<file path="config.mk">
export PLATFORM = sky130hd
export DESIGN_NAME = addr_unmap
export DESIGN_NICKNAME = d
export VERILOG_FILES = /design/src/rtl/addr_unmap.sv
export SDC_FILE = /design/constraint.sdc
export NUM_CORES = 1
export LEC_CHECK = 0
export ABC_AREA = 1
export BUFFER_PORTS_ARGS = -buffer_cell sky130_fd_sc_hd__buf_2
export CELL_PAD_IN_SITES_DETAIL_PLACEMENT = 1
export CELL_PAD_IN_SITES_GLOBAL_PLACEMENT = 2
export CORE_MARGIN = 2
export CORE_UTILIZATION = 45
export DETAILED_ROUTE_END_ITERATION = 10
export GPL_TIMING_DRIVEN = 0
export HOLD_SLACK_MARGIN = 0.05
export MAX_ROUTING_LAYER = met4
export PLACE_DENSITY = 0.76
export SYNTH_ARGS = -nofsm -noshare
export SYNTH_HDL_FRONTEND = slang
export SYNTH_SLANG_ARGS = --single-unit
</file>
<file path="constraint.sdc">
create_clock -name clk -period 11.1 [get_ports clk]
set_clock_uncertainty 0.1 [all_clocks]
set_input_delay 0 -clock clk [delete_from_list [all_inputs] [get_ports clk]]
set_output_delay 0 -clock clk [all_outputs]
set_load 0.005 [all_outputs]
</file>
<file path="src/rtl/addr_unmap.sv">
// Reverse side of the hashed address mapping: records (bucket, sva) pairs in per-bucket
// slot tables, hands out slot tags, and recovers the sva from (bucket, tag) responses.
module addr_unmap #(
   parameter int unsigned ADDR_WIDTH     = 64,
   parameter int unsigned LG_NUM_BUCKETS = 2,
   parameter int unsigned LG_SLOTS       = 2
) (
   input  logic                            clk,
   input  logic                            rst,
   input  logic                            rec_valid,
   output logic                            rec_ready,
   input  logic [LG_NUM_BUCKETS-1:0]       rec_bucket,
   input  logic [ADDR_WIDTH-1:0]           rec_addr,
   output logic                            tag_valid,
   input  logic                            tag_ready,
   output logic [LG_SLOTS-1:0]             tag_out,
   input  logic                            lkp_valid,
   output logic                            lkp_ready,
   input  logic [LG_NUM_BUCKETS-1:0]       lkp_bucket,
   input  logic [LG_SLOTS-1:0]             lkp_tag,
   input  logic                            lkp_release,
   output logic                            out_valid,
   input  logic                            out_ready,
   output logic                            out_hit,
   output logic [ADDR_WIDTH-1:0]           out_addr,
   output logic [(2**LG_NUM_BUCKETS)-1:0]  bucket_full
);

   localparam int unsigned NUM_BUCKETS = 2 ** LG_NUM_BUCKETS;
   localparam int unsigned NUM_SLOTS   = 2 ** LG_SLOTS;
   localparam int unsigned NUM_ENTRIES = NUM_BUCKETS * NUM_SLOTS;
   localparam int unsigned IDX_W       = LG_NUM_BUCKETS + LG_SLOTS;

   logic [NUM_BUCKETS-1:0][NUM_SLOTS-1:0] slot_valid;
   logic [NUM_BUCKETS-1:0][NUM_SLOTS-1:0] slot_valid_next;
   logic [NUM_BUCKETS-1:0]                full_next;
   logic [ADDR_WIDTH-1:0]                 addr_mem [NUM_ENTRIES];

   logic                rec_accept;
   logic                lkp_accept;
   logic                lkp_hit;
   logic [LG_SLOTS-1:0] alloc_slot;
   logic [IDX_W-1:0]    rec_idx;
   logic [IDX_W-1:0]    lkp_idx;

   assign rec_ready  = !bucket_full[rec_bucket] && (!tag_valid || tag_ready);
   assign lkp_ready  = !out_valid || out_ready;
   assign rec_accept = rec_valid && rec_ready;
   assign lkp_accept = lkp_valid && lkp_ready;
   assign lkp_hit    = slot_valid[lkp_bucket][lkp_tag];
   assign rec_idx    = {rec_bucket, alloc_slot};
   assign lkp_idx    = {lkp_bucket, lkp_tag};

   // Lowest-index free slot in the target bucket, from pre-release valid bits
   always_comb begin
      alloc_slot = '0;
      for (int s = int'(NUM_SLOTS) - 1; s >= 0; s--) begin
         if (!slot_valid[rec_bucket][s]) alloc_slot = LG_SLOTS'(s);
      end
   end

   // Next valid bits; full flags derive from them so they track the table exactly
   always_comb begin
      slot_valid_next = slot_valid;
      if (rec_accept) slot_valid_next[rec_bucket][alloc_slot] = 1'b1;
      if (lkp_accept && lkp_hit && lkp_release) slot_valid_next[lkp_bucket][lkp_tag] = 1'b0;
      full_next = '0;
      for (int b = 0; b < int'(NUM_BUCKETS); b++) begin
         full_next[b] = &slot_valid_next[b];
      end
   end

   always_ff @(posedge clk) begin
      if (rec_accept) addr_mem[rec_idx] <= rec_addr;
   end

   always_ff @(posedge clk) begin
      if (rst) begin
         slot_valid  <= '0;
         bucket_full <= '0;
         tag_valid   <= 1'b0;
         tag_out     <= '0;
         out_valid   <= 1'b0;
         out_hit     <= 1'b0;
         out_addr    <= '0;
      end else begin
         slot_valid  <= slot_valid_next;
         bucket_full <= full_next;
         if (rec_accept) begin
            tag_valid <= 1'b1;
            tag_out   <= alloc_slot;
         end else if (tag_ready) begin
            tag_valid <= 1'b0;
         end
         if (lkp_accept) begin
            out_valid <= 1'b1;
            out_hit   <= lkp_hit;
            out_addr  <= lkp_hit ? addr_mem[lkp_idx] : '0;
         end else if (out_ready) begin
            out_valid <= 1'b0;
         end
      end
   end

endmodule
</file>
==> summary.md, run 1 <==
| Metric | Value |
|---|---|
| Status | `finished clean` |
| Reg2Reg Depth | `14` |
| Syn nets | `2,848` |
| FF/Latch Area | `0.0325 sq mm` |
| Io pins | `152` |
| Pwr/cell area | `183 mW/mm^2` |
| Worst-margin pin slew | `1.42 ns` |
| # DRC | `0` |
| Global route total overflow | `0` |
| Die extent in x | `307 um` |
| Layout cell share with drive strength beyond 1 | `15.6%` |
| Switching Share | `22.6%` |
| Final period utilization | `29.9%` |
| Row count | `111` |
| Syn Inst Count | `2,771` |
| Static Leak | `17.1 nW` |
| Final hold slack | `0.124 ns` |
| Syn. warnings | `0` |
| Dominant cell type by area after synthesis | `edfxtp_1` |
| WL/cell | `29.9 um` |
| Number of synthesized register bits | `1,113` |
| Largest net degree at the start of global routing | `45` |
| Die area | `0.0943 sq mm` |
| Clock network fraction of total power | `42.6%` |
| Final antenna-violating net count | `0` |
| Clk buf depth | `3` |
| Layout Nets | `3,249` |
| Routed wire length | `133,000 um` |
| Total CTS buffers | `115` |
| Crit Path Category | `in -> reg` |
| Number of port buffers | `147` |
| Syn_area_per_cell | `14.9 sq um` |
| Final hold vios | `0` |
| RSZ-0062 raised after global routing | `no` |
| Final setup fails | `0` |
| Fin crit period | `3.32 ns` |
| Max IR drop VDD | `128 uV` |
| GRT Overall Usage | `29.1%` |
| Max Freq | `301 MHz` |
| Hold Path Cell Cnt | `10` |
| Initial antenna violation count | `6` |
| Fill cells | `8,805` |
| Post-synthesis sequential area ratio | `78.7%` |
| CTS tree | `yes` |
| Area of the multi-input gates | `0.00784 sq mm` |
| Hold WC Path Type | `in -> reg` |
| Post-DP HPWL | `82,800 um` |
| 1st-iter DRT viols | `2,762` |
| Final Max Tran Viols | `0` |
| Htree depth | `3` |
| Starting density of the core | `45.2%` |
| Psw | `2.03 mW` |
| DR vias/cell | `6.01` |
| Routability congestion estimate | `0.826` |
| Worst-path maximum fanout | `10` |
| Worst setup SP type | `primary input` |
| Final Core Density | `53.9%` |
| Int Pwr | `6.97 mW` |
| First-pass GRT wire length | `191,000 um` |
| Count of cell types in the netlist | `26` |
| Synth top area share | `74.4%` |
| Routed vias | `26,780` |
| CTS root buffer | `clkbuf_16` |
| # clock sinks | `1,113` |
| Synthesized area | `0.0413 sq mm` |
| Relative slew margins | `5.66%` |
| Clk slew on worst S/H paths | `0.06 ns` |
| P&R area growth vs syn | `19.2%` |
| Top cells by area, synth | `edfxtp_1 74%, a22oi_1 9.3%, nand2_1 5.0%` |
| Critical Path RT | `11.59 ns` |
| Die Span Y | `307 um` |
| Max Cap Viol | `0` |
| Sequential power share | `51.7%` |
| Critical Path End Type | `register` |
| Comb power frac | `5.7%` |
| Worst EP arrival | `3.81 ns` |
| Post-cts sizing count | `0` |
| Initial DRT Pass Iterations | `6` |
| Vias in the first global route | `28,187` |
| Core Area | `0.0914 sq mm` |
| Clk_lat worst skew | `0.71 ns` |
==> cell usage after synthesis <==
| master | count |
|---|---|
| clkbuf_1 | 55 |
| inv_2 | 7 |
| inv_1 | 48 |
| buf_1 | 4 |
| nand3_1 | 87 |
| nor3_1 | 2 |
| buf_4 | 6 |
| dfxtp_1 | 89 |
| a21oi_1 | 142 |
| nor2_4 | 1 |
| nor2_1 | 43 |
| nand2_1 | 545 |
| nand3b_1 | 1 |
| clkinv_1 | 1 |
| and2_1 | 8 |
| a22oi_1 | 512 |
| o21ai_0 | 24 |
| nor4_1 | 1 |
| nand4_1 | 4 |
| nand2_4 | 1 |
| nor2_2 | 10 |
| nor3_2 | 5 |
| buf_2 | 102 |
| edfxtp_1 | 1024 |
| o21ai_1 | 47 |
| nand2_2 | 2 |
==> cell usage in the layout, fill, tap and decap left out, types with 3 or more instances in the layout <==
cell           Yosys  routed
buf_6              0       3
nand3_1           87      87
nand2_1          545     545
o21ai_1           47      47
clkinv_1           1      18
a21oi_1          142     142
buf_1              4       4
inv_4              0      10
buf_12             0       4
buf_16             0      27
clkinvlp_4         0       3
nor2_1            43      42
buf_2            102     249
nor3_4             0       4
o21ai_0           24      24
nor2_2            10      10
and2_1             8       8
dfxtp_1           89      89
buf_4              6      16
a22oi_1          512     512
inv_1             48      38
dlygate4sd3_1      0      87
clkbuf_8           0      13
edfxtp_1        1024    1024
clkinv_2           0      18
clkbuf_16          0     116
bufinv_16          0       8
inv_2              7       7
clkbuf_1          55      86
nand4_1            4       4
buf_8              0       6
==> area by class of cell <==
class	instances	area share, %
antenna	1	0.00508
buffer	167	1.58
clock buffer	162	6.51
clock inverter	53	1.07
inverter	56	0.478
multi-input combinational	1435	15.9
sequential	1113	66.1
tap	1186	3.01
timing repair buffer	284	5.34
==> cells by family after synthesis <==
| kind of cell | Yosys count | synth area share (%) |
|---|---|---|
| AO/OA/AOI/OAI | 725 | 11.9 |
| buffers and inverters | 223 | 2.39 |
| flip-flops | 1113 | 78.7 |
| AND/OR/NAND/NOR | 710 | 6.99 |
==> flip-flops by register name (all words and copies together) (netlist names) <==
name,flops
tag_valid,1
out_valid,1
bucket_full,4
slot_valid,16
out_hit,1
addr_mem,1024
out_addr,64
tag_out,2
==> path summary, 6_finish.rpt <==
check / start / endpoint / slack [ns]
hold reg to reg: out_addr[19]$_SDFFE_PP0P_ / out_addr[19]$_SDFFE_PP0P_ / 0.36
setup reg to reg: slot_valid[15]$_SDFF_PP0_ / slot_valid[14]$_SDFF_PP0_ / 7.80
hold / removal: lkp_bucket[1] / slot_valid[0]$_SDFF_PP0_ / 0.12
setup / recovery: out_ready / slot_valid[14]$_SDFF_PP0_ / 7.78
==> per-layer routing <==
layer	global-route usage [%]	vias to the layer above	share of wire [%]
li1	-	11428	-
met1	37.9	13926	41
met2	46.6	1186	49
met3	4.53	240	7.5
met4	10.4	0	3.2
met5	-	-	0
==> repair_timing <==
action                                  CTS  global route
endpoints found under the hold margin  1134             0
hold buffers                             87             0
setup buffers                             0             0
==> critical path, stage by stage <==
cell and delay (ns):
dlygate4sd3_1 0.53, buf_2 0.09, dlygate4sd3_1 0.54, inv_1 0.05, nand2_1 0.09, nand2_1 0.25, nor2_4 0.53, buf_4 0.31
nand3_1 0.09, nand2_1 0.11, dlygate4sd3_1 0.58, nor2_1 0.05, dlygate4sd3_1 0.58
==> metrics by stage <==
| step | cells | area [sq um] | setup slack, ns | total power [mW] | setup TNS [ns] |
|---|---|---|---|---|---|
| floorplan | 2771 | 41300 | 3.47 | 4.96 | 0 |
| global placement | 4104 | 43500 | -4.65 | 5.19 | -296.74 |
| detailed placement | 4154 | 44600 | 7.36 | 5.23 | 0 |
| CTS | 4456 | 49200 | 7.91 | 9.03 | 0 |
| global route | 4456 | 49200 | 7.64 | 9.22 | 0 |
| finish | 4457 | 49200 | 7.78 | 9.00 | 0 |
==> power by group through the flow <==
stage | logic, mW | registers, mW | clock network, mW
after floorplan | 0.224 | 4.74 | 0
after global placement | 0.449 | 4.75 | 0
after detailed placement | 0.486 | 4.74 | 0
after CTS | 0.513 | 4.65 | 3.86
after global routing | 0.551 | 4.65 | 4.01
final | 0.515 | 4.65 | 3.84
No activity file was read; power rests on OpenSTA's default activity.
==> run 2, diff against run 1 <==
--- a/config.mk
+++ b/config.mk
@@ -5,7 +5,7 @@
 export SDC_FILE = /design/constraint.sdc
 export NUM_CORES = 1
 export LEC_CHECK = 0
-export ABC_AREA = 1
+export ABC_AREA = 0
 export BUFFER_PORTS_ARGS = -buffer_cell sky130_fd_sc_hd__buf_2
 export CELL_PAD_IN_SITES_DETAIL_PLACEMENT = 1
 export CELL_PAD_IN_SITES_GLOBAL_PLACEMENT = 2
@@ -15,7 +15,7 @@
 export GPL_TIMING_DRIVEN = 0
 export HOLD_SLACK_MARGIN = 0.05
 export MAX_ROUTING_LAYER = met4
-export PLACE_DENSITY = 0.76
+export PLACE_DENSITY = 0.73
 export SYNTH_ARGS = -nofsm -noshare
 export SYNTH_HDL_FRONTEND = slang
 export SYNTH_SLANG_ARGS = --single-unit
==> constraint.sdc (replaced) <==
create_clock -name clk -period 2.9 [get_ports clk]
set_clock_uncertainty 0.1 [all_clocks]
set_input_delay 0 -clock clk [delete_from_list [all_inputs] [get_ports clk]]
set_output_delay 0 -clock clk [all_outputs]
set_load 0.005 [all_outputs]
==> summary.md, run 2 <==
| Metric | Value |
|---|---|
| Final period utilization | `98.4%` |
| Routed vias | `20,786` |
| Post-synthesis sequential area ratio | `76.8%` |
| Total CTS buffers | `112` |
| Clk slew on worst S/H paths | `0.06 ns` |
| FF-to-FF Start | `slot_valid[14]$_SDFF_PP0_` |
| Max Cap Viol | `0` |
| Worst-path maximum fanout | `10` |
| Final setup fails | `0` |
| Most frequent CP cell | `buf_2` |
| Syn_area_per_cell | `22.7 sq um` |
| Reg2Reg Depth | `6` |
| Max Freq | `350 MHz` |
| Count of cell types in the netlist | `45` |
| Crit path cell chain | `dlygate4sd3_1, buf_2, buf_2, buf_2, clkdlybuf4s15_1, mux4_2, mux4_2, inv_1, o21ai_1` |
| Core Area | `0.0933 sq mm` |
| Worst setup SP type | `primary input` |
| Fill cells | `8,116` |
| Die area | `0.0966 sq mm` |
| Fin crit period | `2.85 ns` |
| Syn Inst Count | `1,863` |
| CP startpoint | `lkp_tag[1]` |
| Max reg flops | `1,024` |
| First-pass GRT wire length | `157,000 um` |
| Die Span Y | `311 um` |
| Layout Nets | `2,373` |
| Starting density of the core | `45.4%` |
| Ys async rst share | `0%` |
| Htree depth | `3` |
| Static Leak | `16.9 nW` |
| DP Cell Count | `3,327` |
| Critical Path RT | `3.36 ns` |
| Final hold slack | `0.140 ns` |
| Commonest non-fill, non-tap cell in the layout | `edfxtp_1` |
| Critical Path End Type | `register` |
| Die extent in x | `311 um` |
| DR vias/cell | `5.69` |
| Post-synth EDFFs | `1,024` |
| Crit Path Category | `in -> reg` |
| Syn nets | `1,940` |
| Initial antenna violation count | `9` |
| Top cells by area, synth | `edfxtp_1 73%, mux4_2 14%, dfxtp_1 4.2%` |
| Syn. warnings | `0` |
| GRT Overall Usage | `23.1%` |
| Clk_lat worst skew | `0.69 ns` |
| Hold WC Path Type | `in -> reg` |
| Design area | `0.0512 sq mm` |
| Synth top area share | `72.6%` |
| HP Start | `rec_addr[33]` |
| CTS root buffer | `clkbuf_16` |
| Largest Register | `addr_mem` |
| Global route total overflow | `0` |
| 1st-iter DRT viols | `2,082` |
| Synthesized area | `0.0424 sq mm` |
| # DRC | `0` |
| Largest net degree at the start of global routing | `23` |
| Most frequent cells after synthesis | `1,024 x edfxtp_1, 270 x mux4_2, 89 x dfxtp_1, 71 x nand2_1, 64 x o21ai_1` |
| Routability congestion estimate | `0.769` |
| Dominant cell type by area after synthesis | `edfxtp_1` |
| Hold Path Cell Cnt | `2` |
| Clk buf depth | `3` |
| Top Registers | `addr_mem (1024), out_addr (64), slot_valid (16)` |
| Vias in the first global route | `22,323` |
| Commonest cells after routing, fill and taps aside | `1,024 x edfxtp_1, 270 x mux4_2, 174 x buf_2` |
| Routed wire length | `107,000 um` |
| Final Core Density | `54.9%` |
| CP max stage delay | `0.81 ns` |
| RSZ-0062 raised after global routing | `yes` |
| Io pins | `152` |
| Non-filler cells, final | `3,655` |
| Pre-CTS WS | `-0.749 ns` |
| Pwr/cell area | `674 mW/mm^2` |
| WL/cell | `29.3 um` |
| CTS tree | `yes` |
| Count leader, synth | `edfxtp_1` |
| Status | `finished clean` |
| Row count | `112` |
| Post-DP HPWL | `68,100 um` |
| Worst EP arrival | `3.31 ns` |
| Worst-margin pin slew | `1.26 ns` |
| Final hold vios | `0` |
| P&R area growth vs syn | `20.9%` |
| Number of synthesized register bits | `1,113` |
| Area after DPL | `0.0463 sq mm` |
| Layout cell share with drive strength beyond 1 | `31.8%` |
| Relative slew margins | `16.3%` |
| Critical path's slowest cell | `clkdlybuf4s15_1` |
| Final antenna-violating net count | `0` |
| # clock sinks | `1,113` |
| Synth Flop Type | `edfxtp_1` |
| Initial DRT Pass Iterations | `5` |
| Number of port buffers | `147` |
| Max IR drop VDD | `436 uV` |
| Final Max Tran Viols | `0` |
| Final worst setup slack | `0.0458 ns` |
run 2: changes by cell type after synthesis, moves of 17 or more:
cell      change
o21ai_1      +17
a22oi_1     -512
buf_2        -75
mux4_2      +270
nand3_1      -87
nand2_1     -474
clkbuf_1     -25
clkinv_1     +33
a21oi_1     -132
buf_6        +27
o21ai_0      -24
mux4_1       +55
run 2: metal layers:
layer	vias to the layer above	global-route usage (%)	share of wire [%]
met2	666	37.5	51
met1	11265	30.9	42
met5	-	-	0
met3	143	3.32	5.6
met4	0	6.40	2.3
li1	8712	-	-
run 2: cell type report:
class	count	area (sq um)	area share [%]
Timing Repair Buffer	319	3290	6.41
Antenna cell	8	20.0	0.0391
Clock inverter	69	737	1.44
Multi-Input combinational cell	585	9080	17.7
Buffer	93	652	1.27
Sequential cell	1113	32500	63.5
Inverter	72	270	0.528
Tap cell	1254	1570	3.06
Clock buffer	142	3080	6.01
run 2: cell families (layout without fill, tap and decap cells):
kind of cell / Yosys count / count (layout) / share of synthesized area (%)
flops: 1113 / 1113 / 76.8
mux: 335 / 335 / 18.0
compound gates: 100 / 100 / 1.42
simple gates: 150 / 150 / 1.63
other cells: 0 / 8 / 0
buf+inv: 165 / 695 / 2.14
run 2: per-stage QoR:
step	TNS (ns)	total power, mW
2_1_floorplan	-136.36	19.1
3_3_place_gp	-1885.79	19.7
3_5_place_dp	-53.61	19.8
4_1_cts	0	34.8
5_1_grt	-0.000275	35.5
6_report	0	34.5
run 2: path summary, 6_finish.rpt:
| kind | endpoint | slack, ns |
|---|---|---|
| max | out_addr[26]$_SDFFE_PP0P_ | 0.05 |
| max reg2reg | addr_mem[14][30]$_DFFE_PP_ | 0.08 |
| min | addr_mem[10][33]$_DFFE_PP_ | 0.14 |
| min reg2reg | out_addr[2]$_SDFFE_PP0P_ | 0.34 |
run 2: report_power, final:
| part | switching, mW | leakage (nW) | internal (mW) |
|---|---|---|---|
| Combinational | 1.02 | 5.08 | 0.811 |
| Clock | 6.08 | 1.88 | 8.83 |
| Sequential | 0.0609 | 9.97 | 17.7 |
run 2: worst max-delay path: cells and delay by family:
family,cells,cell delay [ns]
mux,2,0.92
compound gates,1,0.07
buf+inv,6,2.31
run 2: timing repair:
| item | 4_1_cts | 5_1_grt |
|---|---|---|
| setup buffers | 10 | 10 |
| hold buffers | 89 | 0 |
| pin swaps | 6 | 4 |
| resized for setup | 2 | 4 |
| gates cloned | 0 | 0 |
| hold endpoints to repair | 1063 | 0 |
| endpoints found under the setup margin | 190 | 81 |
